## src/rtl/ift_run_scheduler.sv

```systemverilog
// rtl/ift_run_scheduler.sv - run-level sequencer for the sector controller
// Launches a run on host go, tracks sector events, detects convergence/limit/stall, returns controller to START.
module ift_run_scheduler #(
  parameter int STATUS_BITS = 6,
  parameter int WD_BITS     = 16
) (
  input  logic        clock_i,
  input  logic        reset_i,
  input  logic        AVL_write_i,
  input  logic        AVL_address_i,
  input  logic [31:0] AVL_writedata_i,
  output logic [31:0] AVL_readdata_o,
  input  logic [31:0] SC_status_i,
  output logic [3:0]  cmd_reg_o,
  output logic        type_reg_o,
  output logic        busy_o,
  output logic        irq_o
);

  typedef enum logic [1:0] {IDLE, LAUNCH, RUN, HALT} state_t;

  localparam logic [WD_BITS-1:0] WD_ONE = {{(WD_BITS-1){1'b0}}, 1'b1};

  state_t                 state, state_nx;
  logic [2:0]             st_q, st_qq;
  logic [STATUS_BITS-1:0] cnt_q;
  logic [15:0]            sector_events, max_sectors, ev_inc;
  logic [WD_BITS-1:0]     wd_cnt;
  logic [2:0]             cmd_cfg;
  logic                   type_q;
  logic                   done, aborted, timed_out, limit_hit, irq;
  logic                   host_wr, wr_go, wr_abort, wr_irq_clear;
  logic                   active, run_event, converged, limit_reached, wd_expired;
  logic                   set_abort, set_limit, set_timeout, set_done;
  logic                   unused_bits;

  assign host_wr      = AVL_write_i & AVL_address_i;
  assign wr_go        = host_wr & AVL_writedata_i[0] & ~AVL_writedata_i[5];
  assign wr_abort     = host_wr & AVL_writedata_i[5];
  assign wr_irq_clear = host_wr & AVL_writedata_i[6];

  assign active        = (state == LAUNCH) || (state == RUN);
  assign run_event     = (state == RUN) && (st_q == 3'd7) && (st_qq != 3'd7);
  assign converged     = (st_q == 3'd7) && (st_qq == 3'd7) && (cnt_q == '0);
  assign ev_inc        = (sector_events == 16'hFFFF) ? sector_events : sector_events + 16'd1;
  assign limit_reached = run_event && (max_sectors != 16'd0) && (ev_inc == max_sectors);
  assign wd_expired    = &wd_cnt;

  assign cmd_reg_o  = {cmd_cfg, active};
  assign type_reg_o = type_q;
  assign busy_o     = (state != IDLE);
  assign irq_o      = irq;

  assign unused_bits = ^{AVL_writedata_i[31:24], AVL_writedata_i[7], SC_status_i[31:STATUS_BITS+3]};

  always_comb begin
    state_nx    = state;
    set_abort   = 1'b0;
    set_limit   = 1'b0;
    set_timeout = 1'b0;
    set_done    = 1'b0;
    case (state)
      IDLE: if (wr_go) state_nx = LAUNCH;
      LAUNCH, RUN: begin
        if (wr_abort) begin
          set_abort = 1'b1;
          state_nx  = HALT;
        end else if (state == RUN && (converged || limit_reached)) begin
          set_limit = limit_reached;
          state_nx  = HALT;
        end else if (wd_expired && !run_event) begin
          // a stall only counts when this cycle brought no sector event
          set_timeout = 1'b1;
          state_nx    = HALT;
        end else if (state == LAUNCH && st_q != 3'd0) begin
          state_nx = RUN;
        end
      end
      HALT: begin
        if (st_q == 3'd0) begin
          set_done = 1'b1;
          state_nx = IDLE;
        end
      end
      default: state_nx = IDLE;
    endcase
  end

  always_ff @(posedge clock_i or posedge reset_i) begin
    if (reset_i) begin
      state          <= IDLE;
      st_q           <= 3'd0;
      st_qq          <= 3'd0;
      cnt_q          <= '0;
      sector_events  <= 16'd0;
      max_sectors    <= 16'd0;
      wd_cnt         <= '0;
      cmd_cfg        <= 3'd0;
      type_q         <= 1'b0;
      done           <= 1'b0;
      aborted        <= 1'b0;
      timed_out      <= 1'b0;
      limit_hit      <= 1'b0;
      irq            <= 1'b0;
      AVL_readdata_o <= 32'd0;
    end else begin
      state          <= state_nx;
      st_q           <= SC_status_i[2:0];
      st_qq          <= st_q;
      cnt_q          <= SC_status_i[STATUS_BITS+2:3];
      AVL_readdata_o <= {8'd0, sector_events, st_q, limit_hit, timed_out, aborted, done, busy_o};
      if (state == IDLE && wr_go) begin
        cmd_cfg       <= AVL_writedata_i[3:1];
        type_q        <= AVL_writedata_i[4];
        max_sectors   <= AVL_writedata_i[23:8];
        sector_events <= 16'd0;
        wd_cnt        <= '0;
        done          <= 1'b0;
        aborted       <= 1'b0;
        timed_out     <= 1'b0;
        limit_hit     <= 1'b0;
        irq           <= 1'b0;
      end else begin
        if (wr_irq_clear) irq <= 1'b0;
        if (active) wd_cnt <= run_event ? '0 : (wd_expired ? wd_cnt : wd_cnt + WD_ONE);
        if (run_event) sector_events <= ev_inc;
        if (set_abort) aborted <= 1'b1;
        if (set_limit) limit_hit <= 1'b1;
        if (set_timeout) timed_out <= 1'b1;
        if (set_done) begin
          done <= 1'b1;
          irq  <= 1'b1;
        end
      end
    end
  end

endmodule

```

## config.mk

```make
export PLATFORM = sky130hd
export DESIGN_NAME = ift_run_scheduler
export DESIGN_NICKNAME = d
export VERILOG_FILES = /design/src/rtl/ift_run_scheduler.sv
export SDC_FILE = /design/constraint.sdc
export NUM_CORES = 1
export LEC_CHECK = 0
export CAP_MARGIN = 20
export CORE_MARGIN = 3
export CORE_UTILIZATION = 45
export CTS_BUF_LIST = sky130_fd_sc_hd__clkbuf_4 sky130_fd_sc_hd__clkbuf_8
export CTS_CLUSTER_DIAMETER = 40
export CTS_CLUSTER_SIZE = 25
export DETAILED_ROUTE_END_ITERATION = 7
export PLACE_DENSITY_LB_ADDON = 0.12
export SLEW_MARGIN = 20
export SYNTH_ARGS = -nofsm -noshare
export SYNTH_HDL_FRONTEND = slang
export SYNTH_SLANG_ARGS = --single-unit
```

## constraint.sdc

```tcl
create_clock -name clock_i -period 2.8 [get_ports clock_i]
set_clock_uncertainty 0.05 [all_clocks]
set_input_delay 0.42 -clock clock_i [delete_from_list [all_inputs] [get_ports clock_i]]
set_output_delay 0.42 -clock clock_i [all_outputs]
set_load 0.005 [all_outputs]
```

== Word-level counts from Yosys, hierarchy flattened ==
Index checks and enable logic that the tools add are counted.

* Flip-flop bits (word level): 95
* Latch bits: 0
* Bits in writable memories: 0
* ROM bits: 0
* Output and inout port bits: 39
* Word-level logic and storage cells: 101
* Memories kept: 0

* $add $sub $neg: 2
* Multiply operators: 0
* Div/mod/pow operators: 0
* Magnitude comparators: 0
* Equality and inequality tests: 12
* Shift operators: 0
* Multiplexer cells: 36
* Bitwise gates (word level): 6
* Reduce and logical (&&, ||, !) cells: 30

{| class="wikitable"
|+ Operators by type and width
! kind !! number
|-
| 16-bit two-way mux || 7
|-
| 16-bit by 1-bit adder with 16-bit output, second input constant || 2
|-
| 1-bit two-way mux || 22
|-
| 16-bit equality test || 1
|-
| 16-bit equality test, second input constant || 1
|-
| 16-bit AND reduction || 1
|-
| 16-bit nonzero test || 1
|-
| 2-bit nonzero test || 7
|-
| 2-bit two-way mux || 6
|-
| 1-bit logical AND || 10
|-
| 3-bit equality test, second input constant || 2
|-
| 6-bit zero test || 1
|-
| 2-bit one-hot mux with 3 select lines || 1
|-
| 3-bit nonzero test || 2
|-
| 1-bit AND || 5
|-
| 5-bit inequality test, second input constant || 1
|-
| 2-bit equality test, second input constant || 2
|-
| 2-bit inequality test, second input constant || 2
|-
| 3-bit zero test || 1
|-
| 3-bit by 2-bit inequality test with 1-bit output, second input constant || 1
|-
| 3-bit inequality test, second input constant || 1
|-
| 3-bit AND reduction || 1
|-
| 2-bit by 1-bit equality test with 1-bit output, second input constant || 1
|-
| 2-bit zero test || 1
|-
| other kinds (5) || 6
|}

== Logic depth before layout (Yosys ltp) ==
* Word-level depth: 12
* Mapped depth: 10

== Least setup slack after synthesis ==
OpenSTA, ideal clock, no wires.

* Kind: register -> register
* Start: reg sector_events[0]
* End: reg state[1]
* Setup time: 0.125 ns
* Arrival time: 2.402 ns
* Required time: 2.625 ns
* Setup slack: 0.223 ns
* Cell stages (with the launch flop): 11
* Buffers on the path: 1
* Period minus slack after synthesis: 2.577 ns
* Path through: dfrtp_1 -> ha_1 -> nand3_1 -> buf_2 -> nor3_1 -> mux2i_1 -> xnor2_1 -> a211oi_1 -> o2111ai_1 -> a41o_1 -> mux2_4

* Cells in the longest elaborated chain, start to end: 9
* Elaborated cells between the ends (all ways): 12
* Classes of those cells: add/sub (1); eq/ne (3); mux (4); reduce/logical (4)

{| class="wikitable"
|+ Ends and longest elaborated chain
! element !! RTL line !! text
|-
| from (decl) || 27 || <nowiki>logic [15:0] sector_events, max_sectors, ev_inc;</nowiki>
|-
| from (signal assigned) || 126 || <nowiki>if (run_event) sector_events <= ev_inc;</nowiki>
|-
| 16-bit by 1-bit adder with 16-bit output or 16-bit equality test (tied branches) || 45 || <nowiki>assign ev_inc = (sector_events == 16'hFFFF) ? sector_events : sector_events + 16'd1;</nowiki>
|-
| 16-bit two-way mux (*) || 45 ||
|-
| 16-bit equality test (*) || 46 || <nowiki>assign limit_reached = run_event && (max_sectors != 16'd0) && (ev_inc == max_sectors);</nowiki>
|-
| 1-bit logical AND (*) || 46 ||
|-
| 1-bit logical OR (*) || 68 || <nowiki>end else if (state == RUN && (converged || limit_reached)) begin</nowiki>
|-
| 1-bit logical AND (*) || 68 ||
|-
| 2-bit two-way mux || 68 ||
|-
| 2-bit two-way mux || 65 || <nowiki>if (wr_abort) begin</nowiki>
|-
| 2-bit one-hot mux with 3 select lines || 62 || <nowiki>case (state)</nowiki>
|-
| to (signal assigned) || 107 || <nowiki>state <= state_nx;</nowiki>
|-
| to (decl) || 24 || <nowiki>state_t state, state_nx;</nowiki>
|}

Mark *: on every way between the ends. The rest lies on a longest branch, timed or not.
A chain may end at the register's enable or synchronous reset.

== Worst setup path in the final report ==
* Start: reg sector_events[14]
* End: reg state[1]

The elaborated chain is that of the path after synthesis.

==> results.py <==
metrics = {
    "run_status": {
        "status": "finished clean",
    },
    "timing": {
        "fin_hold_ws_ns": 0.3354,
        "hold_violations": 0,
        "setup_violations": 0,
        "rsz0062_at_grt": "yes",
        "timing.final.crit_share_pct": 97.99,
        "tns_ns": 0,
        "tightest_slew_ns": 0.6150,
        "slew_headroom_pct": 58.92,
        "maxSlewViolCount": 0,
        "timing.fmax_ghz": 0.3645,
        "period_needed_ns": 2.744,
    },
    "power_and_ir_drop": {
        "power.total_mw": 5.316,
        "p_leak_nw": 2.447,
        "p_per_area_nw_per_um2": 937.2,
        "irDropWorstVdd_mv": 0.5117,
    },
    "placed_design": {
        "port_buffers": 66,
        "dp_hpwl_microns": 7586,
        "gp_congestion": 0.9207,
    },
    "cts": {
        "cts.clk_slew.worst_paths_ns": 0.10,
        "cts_hold_buf": 0,
        "insertion_delay_ns": 0.36,
        "cts_root_buf": "clkbuf_8",
        "h-tree-depth": 3,
        "cts_inserted_buffers": 9,
        "cts_tree": "built",
        "clockBufferDepth": 2,
        "cts_sinks": 92,
    },
    "detailed_routing": {
        "drt_first_iter_violations": 179,
        "vias_per_cell": 5.392,
        "routed_wl_microns": 10410,
        "vias": 3688,
        "drc": 0,
        "wire_per_inst_microns": 15.21,
        "drtAntennaViolNets": 0,
        "firstDrtPassIters": 4,
    },
    "synth": {
        "synth_top_cell_area_share_pct": 51.70,
        "yosys_warnings": 0,
        "async_flop_share_pct": 100.0,
        "syn_area_sq_um": 4453,
        "synth-seq-area-share_pct": 51.70,
        "synth.avg_cell_area_sq_um": 9.556,
        "synth_top_flop_cell": "dfrtp_1",
        "synth-edff-count": 0,
        "synth_top_area_cell": "dfrtp_1",
        "synth.area.top_cells": "dfrtp_1 (52%), nand2_1 (6.8%), o21ai_0 (4.3%)",
        "ys_ff_latch": 92,
        "synthDistinctLibCells": 47,
        "synthCells": 466,
    },
    "setup_path": {
        "end_kind": "flop",
        "crit_required_ns": 3.00,
        "reg2reg_depth": 9,
        "critPathKind": "reg -> reg",
        "start_kind": "flop",
        "cp_data_arrival_time_ns": 2.95,
        "crit_fanout": 6,
    },
    "global_route": {
        "antenna_found_initial": 0,
        "grt_usage_pct": 19.68,
        "grt_pass1_vias": 3678,
        "grt_pass1_wl_microns": 17690,
        "grt_max_degree": 40,
        "grt_overflow": 0,
    },
    "final_layout": {
        "n_antenna_cell": 0,
        "layout_common_cells": "dfrtp_1 (88), nand2_1 (81), clkdlybuf4s50_1 (66)",
        "multi_input_area_sq_um": 1992,
        "nFillCells": 822,
        "area_growth_pct": 27.37,
        "final_net_count": 624,
        "final_common_cell": "dfrtp_1",
        "regArea_sq_um": 2307,
        "drive_above_1_share_pct": 13.15,
    },
    "floorplanning": {
        "coreArea_sq_um": 9415,
        "die_height_microns": 105.5,
        "die_area_sq_um": 11130,
        "die_width_microns": 105.5,
        "ios": 107,
        "start_util_pct": 47.30,
        "row_count": 35,
    },
    "job": {
        "drv_cap": 0,
    },
    "worst_hold_path": {
        "hold_depth": 0,
        "hold_path.class": "reg -> reg",
    },
}
synth_stat cells (2+ instances only):
cell type	n
nor3_1	7
nand2b_1	2
a211oi_1	2
nand4_1	16
a311oi_1	4
clkbuf_1	13
buf_4	9
buf_2	12
nor4_4	2
nor3_2	2
a41oi_1	4
o41ai_1	2
nand2_1	81
a21oi_1	13
xnor2_1	17
a31oi_1	11
dfrtp_1	92
o21ai_0	38
nor4_1	7
nor2_1	42
nor2b_1	2
inv_1	11
nand3_1	19
nand4_4	3
xor2_1	10
and3_1	7
or3_1	7
and4_1	6
o2111a_1	2
ha_1	6
report_power, final:
| group | internal, mW | total (mW) | switching, mW |
|---|---|---|---|
| Clock | 0.364 | 0.862 | 0.498 |
| Combinational | 1.15 | 2.23 | 1.08 |
| Sequential | 1.78 | 2.23 | 0.444 |
| Total | 3.29 | 5.32 | 2.02 |
critical path: stages, from the launching register on:
cell and delay, ns:
dfrtp_1 0.42, buf_4 0.17, nand4_1 0.17, nor4_4 0.45, xor2_1 0.13, or3_1 0.35, o22ai_2 0.13, o2111ai_2 0.21
a41o_1 0.26, mux2_4 0.29
final cells by class:
type / count / share of cell area, %
flip-flops and latches: 92 / 40.68
multi-input cells: 335 / 35.12
repair buffers: 101 / 17.16
well taps: 129 / 2.846
clock buffers: 10 / 2.427
clock inverters: 6 / 0.9707
inverters: 11 / 0.7942
timing repair:
item                                    CTS  global route
endpoints found under the setup margin    1             4
setup buffers                             0             1
gates cloned                              0             0
pin swaps                                 0             2
hold endpoints to repair                  0             0
gates resized for setup                   3            10
cell families after synthesis:
family / after synthesis / synth area share [%]
buf+inv: 46 / 5.001
other cells: 1 / 0.08421
fa+ha+maj: 6 / 1.686
flops: 92 / 51.70
compound gates: 86 / 11.94
xor+xnor: 27 / 5.310
mux: 2 / 0.5619
simple gates: 206 / 23.71
registers in the layout, summed over array words and instances (netlist names), 2 cells and up:
name            count
AVL_readdata_o     22
max_sectors        16
sector_events      16
wd_cnt             16
cnt_q               6
cmd_cfg             3
st_q                3
st_qq               2
state               2
per-layer routing:
layer / share of wire [%] / vias to the layer above / track usage [%] / wire length [microns]
met3: 4.1 / 11 / 4.409 / 425
met1: 42 / 1806 / 23.89 / 4405
met5: 0 / - / 0 / 0
met4: 1.4 / 0 / 5.623 / 149
li1: - / 1788 / - / -
met2: 52 / 83 / 34.93 / 5427
stage by stage:
step | cells | setup slack [ns] | util, % | cell area [sq um]
floorplan | 473 | 0.2226 | - | 4483
global placement | 667 | 0.009478 | 57.66 | 5429
detailed placement | 667 | 0.007980 | 57.66 | 5429
CTS | 683 | 0.03551 | 59.85 | 5635
global route | 684 | -0.05539 | 60.24 | 5672
finish | 684 | 0.05632 | 60.24 | 5672
final timing paths:
kind / from / end / slack (ns)
worst min register to register: limit_hit / AVL_readdata_o[4] / 0.34
min in group asynchronous: reset_i / sector_events[9] / 0.42
worst min-delay path: limit_hit / AVL_readdata_o[4] / 0.34
worst max register to register: sector_events[14] / state[1] / 0.06
max in group asynchronous: reset_i / max_sectors[12] / 1.70
worst max-delay path: sector_events[14] / state[1] / 0.06
No activity file was read; power rests on OpenSTA's default activity.
